### src/rtl/seg7_scan_capture.sv
// Display-bus monitor for a multiplexed 4-digit 7-segment display.
// Debounces each {an,seg} pair and reverse-decodes glyphs to hex digits.
module seg7_scan_capture #(
   parameter int unsigned STABLE_CYCLES = 4
) (
   input  logic        clk,
   input  logic        rst,
   input  logic [6:0]  seg,
   input  logic [3:0]  an,
   output logic [15:0] hex,
   output logic [3:0]  dvalid,
   output logic        upd,
   output logic        bad_pat,
   output logic        bad_an,
   output logic        frame
);

   localparam logic [7:0] WIN = 8'(STABLE_CYCLES);

   logic [10:0] p_q, p_d;
   logic [7:0]  cnt_q, cnt_d;
   logic        armed_q, armed_d;
   logic [3:0]  seen_q, seen_d;
   logic [15:0] hex_q, hex_d;
   logic [3:0]  dvalid_q, dvalid_d;
   logic        upd_q, upd_d;
   logic        bad_pat_q, bad_pat_d;
   logic        bad_an_q, bad_an_d;
   logic        frame_q, frame_d;

   logic [3:0]  p_an;
   logic [6:0]  p_seg;
   logic        glyph_ok;
   logic [3:0]  glyph_val;
   logic        capture;
   logic [3:0]  seen_nx;

   assign p_an  = p_q[10:7];
   assign p_seg = p_q[6:0];

   always_comb begin
      glyph_ok  = 1'b1;
      glyph_val = 4'h0;
      case (p_seg)
         7'h7E: glyph_val = 4'h0;
         7'h30: glyph_val = 4'h1;
         7'h6D: glyph_val = 4'h2;
         7'h79: glyph_val = 4'h3;
         7'h33: glyph_val = 4'h4;
         7'h5B: glyph_val = 4'h5;
         7'h5F: glyph_val = 4'h6;
         7'h70: glyph_val = 4'h7;
         7'h7F: glyph_val = 4'h8;
         7'h7B: glyph_val = 4'h9;
         7'h77: glyph_val = 4'hA;
         7'h1F: glyph_val = 4'hB;
         7'h4E: glyph_val = 4'hC;
         7'h3D: glyph_val = 4'hD;
         7'h4F: glyph_val = 4'hE;
         7'h47: glyph_val = 4'hF;
         default: glyph_ok = 1'b0;
      endcase
   end

   always_comb begin
      p_d       = {an, seg};
      cnt_d     = cnt_q;
      armed_d   = armed_q;
      seen_d    = seen_q;
      hex_d     = hex_q;
      dvalid_d  = dvalid_q;
      upd_d     = 1'b0;
      bad_pat_d = 1'b0;
      bad_an_d  = 1'b0;
      frame_d   = 1'b0;
      seen_nx   = seen_q | p_an;

      capture = armed_q && (cnt_q == WIN);
      if (capture)
         armed_d = 1'b0;

      // a new pair restarts the window even on a capture edge
      if ({an, seg} != p_q) begin
         cnt_d   = 8'd1;
         armed_d = 1'b1;
      end else if (cnt_q < WIN) begin
         cnt_d = 8'(cnt_q + 8'd1);
      end

      if (capture && (p_an != 4'b0000)) begin
         if (!$onehot(p_an)) begin
            bad_an_d = 1'b1;
         end else if (glyph_ok) begin
            for (int i = 0; i < 4; i++)
               if (p_an[i])
                  hex_d[4*i +: 4] = glyph_val;
            dvalid_d = dvalid_q | p_an;
            upd_d    = 1'b1;
            if (seen_nx == 4'b1111) begin
               frame_d = 1'b1;
               seen_d  = 4'b0000;
            end else begin
               seen_d = seen_nx;
            end
         end else if (p_seg == 7'h00) begin
            dvalid_d = dvalid_q & ~p_an;
            upd_d    = 1'b1;
         end else begin
            dvalid_d  = dvalid_q & ~p_an;
            bad_pat_d = 1'b1;
         end
      end
   end

   always_ff @(posedge clk or posedge rst) begin
      if (rst) begin
         p_q       <= '0;
         cnt_q     <= '0;
         armed_q   <= 1'b0;
         seen_q    <= '0;
         hex_q     <= '0;
         dvalid_q  <= '0;
         upd_q     <= 1'b0;
         bad_pat_q <= 1'b0;
         bad_an_q  <= 1'b0;
         frame_q   <= 1'b0;
      end else begin
         p_q       <= p_d;
         cnt_q     <= cnt_d;
         armed_q   <= armed_d;
         seen_q    <= seen_d;
         hex_q     <= hex_d;
         dvalid_q  <= dvalid_d;
         upd_q     <= upd_d;
         bad_pat_q <= bad_pat_d;
         bad_an_q  <= bad_an_d;
         frame_q   <= frame_d;
      end
   end

   assign hex     = hex_q;
   assign dvalid  = dvalid_q;
   assign upd     = upd_q;
   assign bad_pat = bad_pat_q;
   assign bad_an  = bad_an_q;
   assign frame   = frame_q;

endmodule

### config.mk
export PLATFORM = sky130hd
export DESIGN_NAME = seg7_scan_capture
export DESIGN_NICKNAME = d
export VERILOG_FILES = /design/src/rtl/seg7_scan_capture.sv
export SDC_FILE = /design/constraint.sdc
export NUM_CORES = 1
export LEC_CHECK = 0
export ABC_AREA = 0
export CORE_MARGIN = 4
export CORE_UTILIZATION = 53
export CTS_CLUSTER_DIAMETER = 80
export DETAILED_ROUTE_END_ITERATION = 10
export HOLD_SLACK_MARGIN = 0.05
export PLACE_DENSITY = 0.84
export SETUP_SLACK_MARGIN = 0.2
export SYNTH_ARGS = -nofsm -noshare
export SYNTH_HDL_FRONTEND = slang
export SYNTH_SLANG_ARGS = --single-unit
### constraint.sdc
create_clock -name clk -period 3.64 [get_ports clk]
set_input_delay 0.546 -clock clk [delete_from_list [all_inputs] [get_ports clk]]
set_output_delay 0.546 -clock clk [all_outputs]
set_load 0.05 [all_outputs]
==> flow_metrics.env <==
export IMPL_status="finished, final reports clean"
export IMPL_finalSetupViolations=0
export IMPL_vias_per_cell=5.63
export IMPL_async_flop_share_pct=100
export IMPL_p_per_area_nw_per_um2=331
export IMPL_rows=24
export IMPL_hold_violations=0
export IMPL_drt_wl_total_um=4620
export IMPL_vias=1660
export IMPL_worstMarginPinSlew_ps=949
export IMPL_r2r_start="p_q[7]"
export IMPL_insertion_delay_ps=290
export IMPL_fin_skew_ps=14.5
export IMPL_ys_ff_latch=48
export IMPL_layout_common_cells="48 x dfrtp_1, 36 x clkdlybuf4s50_1, 13 x xnor2_1, 13 x inv_1"
export IMPL_cts_sinks=48
export IMPL_post_cts_resized=0
export IMPL_wl_per_cell_um=15.6
export IMPL_die_width_um=75.5
export IMPL_ioPinCount=37
export IMPL_grt_max_degree=49
export IMPL_route_detailed_drc=0
export IMPL_syn_area_sq_um=2420
export IMPL_crit_path_top_delay_cell="fa_1"
export IMPL_placed_area_sq_um=2790
export IMPL_startpoint="p_q[7]"
export IMPL_netlist_top_cells_area="dfrtp_1 50%, xnor2_1 4.7%, a31oi_4 3.5%"
export IMPL_crit_fanout=5
export IMPL_synth_area_leader_cell="dfrtp_1"
export IMPL_dpl_hpwl_um=3480
export IMPL_fin_area_sq_um=2890
export IMPL_tns_ps=0
export IMPL_hold_path_class="register to register"
export IMPL_cp_required_ps=3820
export IMPL_synth_edf_count=0
export IMPL_crit_path_max_incr_delay_ps=540
export IMPL_setup_ws_ps=525
export IMPL_clkTransAtPathRegs_ps=90
export IMPL_clock_path_buffers=2
export IMPL_synth_cells=206
export IMPL_ys_warn_count=0
export IMPL_drtIter0Drc=69
export IMPL_r2r_slack_ps=530
export IMPL_relSlewSlack_pct=36.6
export IMPL_p_leak_nw=1.25
export IMPL_utilization_pct=65.9
export IMPL_cp_end_kind="register"
export IMPL_tritoncts="done"
export IMPL_grtUsageTotal_pct=18.3
export IMPL_drive_gt1_share_pct=12.8
export IMPL_rsz0062_at_grt="no"
export IMPL_period_share_pct=85.6
export IMPL_clock_fmax_mhz=321
export IMPL_ys_seq_area_share_pct=49.7
export IMPL_coreArea_sq_um=4380
export IMPL_final_common_cell="dfrtp_1"
export IMPL_first_pass_iters=4
export IMPL_dieArea_sq_um=5710
export IMPL_gp_congestion=0.835
export IMPL_antenna_left=0
export IMPL_grt_pass1_wl_um=7940
export IMPL_numCtsBuffers=5
export IMPL_layout_nets=262
export IMPL_grt_antenna_before_repair=0
export IMPL_p_total_mw=0.956
export IMPL_ys_flop_type="dfrtp_1"
export IMPL_synth_top_area_share_pct=49.7
export IMPL_synth_fp_nets=225
export IMPL_hold_depth=1
export IMPL_max_cap_violations=0
export IMPL_r2r_cells=11
export IMPL_post_route_min_period_ps=3110
export IMPL_htree_levels=2
export IMPL_start_util_pct=55.1
export IMPL_portBuffers=36
export IMPL_cp_cell_sequence="inv_1, fa_1, inv_1, ha_1, ha_1, nor3b_1, nor4b_4, buf_4, nand3_2, a31oi_4, mux2_4"
export IMPL_grt_ovfl_total=0
export IMPL_pre_cts_slack_ps=391
export IMPL_syn_avg_cell_area_sq_um=11.7
export IMPL_startpoint_type="register"
export IMPL_cp_arrival_ps=3300
export IMPL_setup_worst_path_class="register to register"
export IMPL_yosysUniqueCellTypes=48
export IMPL_area_delta_synth_final_pct=19.5
export IMPL_antenna_cells=0
export IMPL_cts_root_buf="clkbuf_8"
export IMPL_first_global_vias=1643
export IMPL_vdd_drop_max_mv=0.312
export IMPL_drv_slew=0
export IMPL_hold_buffers=0
export IMPL_die_y_um=75.5
critical path: cells and delay by family, from the launching register on:
family,cells,cell delay (ps)
fa+ha+maj,3,970
flops,1,450
buf+inv,3,340
simple gates,3,660
mux,1,320
compound gates,1,270
synthesized netlist by cell type (2+ instances only):
library cell	count
mux2i_1	2
nor2_1	3
mux2_1	4
nand3_2	2
nand4_1	3
o21a_1	4
a21o_1	3
nand4b_1	2
a21o_2	2
nand2b_1	2
inv_1	14
a31oi_4	4
o21ai_0	11
nand2_1	11
nor3b_1	4
a21oi_1	6
and2_1	5
buf_6	3
nor4_1	3
or4_1	2
xnor2_1	13
nor2b_1	4
o22ai_1	7
nor3_1	5
and3b_1	2
nand2_2	2
nand3_1	6
and3_1	2
ha_1	5
dfrtp_1	48
clkbuf_1	2
mux2_4	4
stage by stage:
| stage | std cells | hold slack (ps) |
|---|---|---|
| 2_1_floorplan | 206 | 455 |
| 3_3_place_gp | 287 | 471 |
| 3_5_place_dp | 287 | 472 |
| 4_1_cts | 294 | 495 |
| 5_1_grt | 295 | 516 |
| 6_report | 295 | 494 |
kinds of logic (layout without fill, tap and decap cells):
family,count (synthesis),count (layout),share of synthesized area [%]
muxes,10,10,5.18
and+or+nand+nor,64,64,16.9
buffers and inverters,21,58,4.40
adders and majority gates,6,6,3.42
DFF,48,48,49.7
AOI/OAI and AO/OA,44,44,15.7
xor gates and xnor gates,13,13,4.71
state kept, by name, indices dropped and copies added (netlist names), named ones only:
| name | flops |
|---|---|
| armed_q | 1 |
| bad_an | 1 |
| bad_pat | 1 |
| cnt_q | 8 |
| frame | 1 |
| hex | 16 |
| p_q | 11 |
| seen_q | 4 |
| upd | 1 |
per-layer routing:
metal | part of all wire, % | track usage [%] | vias up
met3 | 5.7 | 3.96 | 2
met4 | 0.37 | 4.08 | 0
li1 | - | - | 806
met1 | 47 | 25.3 | 793
met5 | 0 | 0 | -
met2 | 47 | 29.7 | 59
path summary, 6_finish.rpt:
check,to
hold reg to reg,register
setup reg to reg,hex[5]
min in group asynchronous,p_q[7]
setup / recovery,hex[5]
hold / removal,register
max in group asynchronous,upd
cell type report:
class                           instances  area [sq um]
Inverter                               14          52.6
Timing Repair Buffer                   37           368
Fill cell                             341          1500
Sequential cell                        48          1200
Tap cell                               52          65.1
Clock inverter                          1          8.76
Multi-Input combinational cell        137          1110
Clock buffer                            6          82.6
what timing repair did:
| item | CTS | global route |
|---|---|---|
| endpoints found under the hold margin | 0 | 0 |
| setup buffers | 0 | 1 |
| setup endpoints to repair | 0 | 7 |
power by group:
| group | leakage (nW) | internal (mW) | switching [mW] |
|---|---|---|---|
| clock network | 0.0473 | 0.152 | 0.168 |
| registers | 0.635 | 0.539 | 0.0202 |
| logic | 0.566 | 0.0386 | 0.0391 |
| total | 1.25 | 0.729 | 0.227 |
Power figures use the tool's default switching activity.
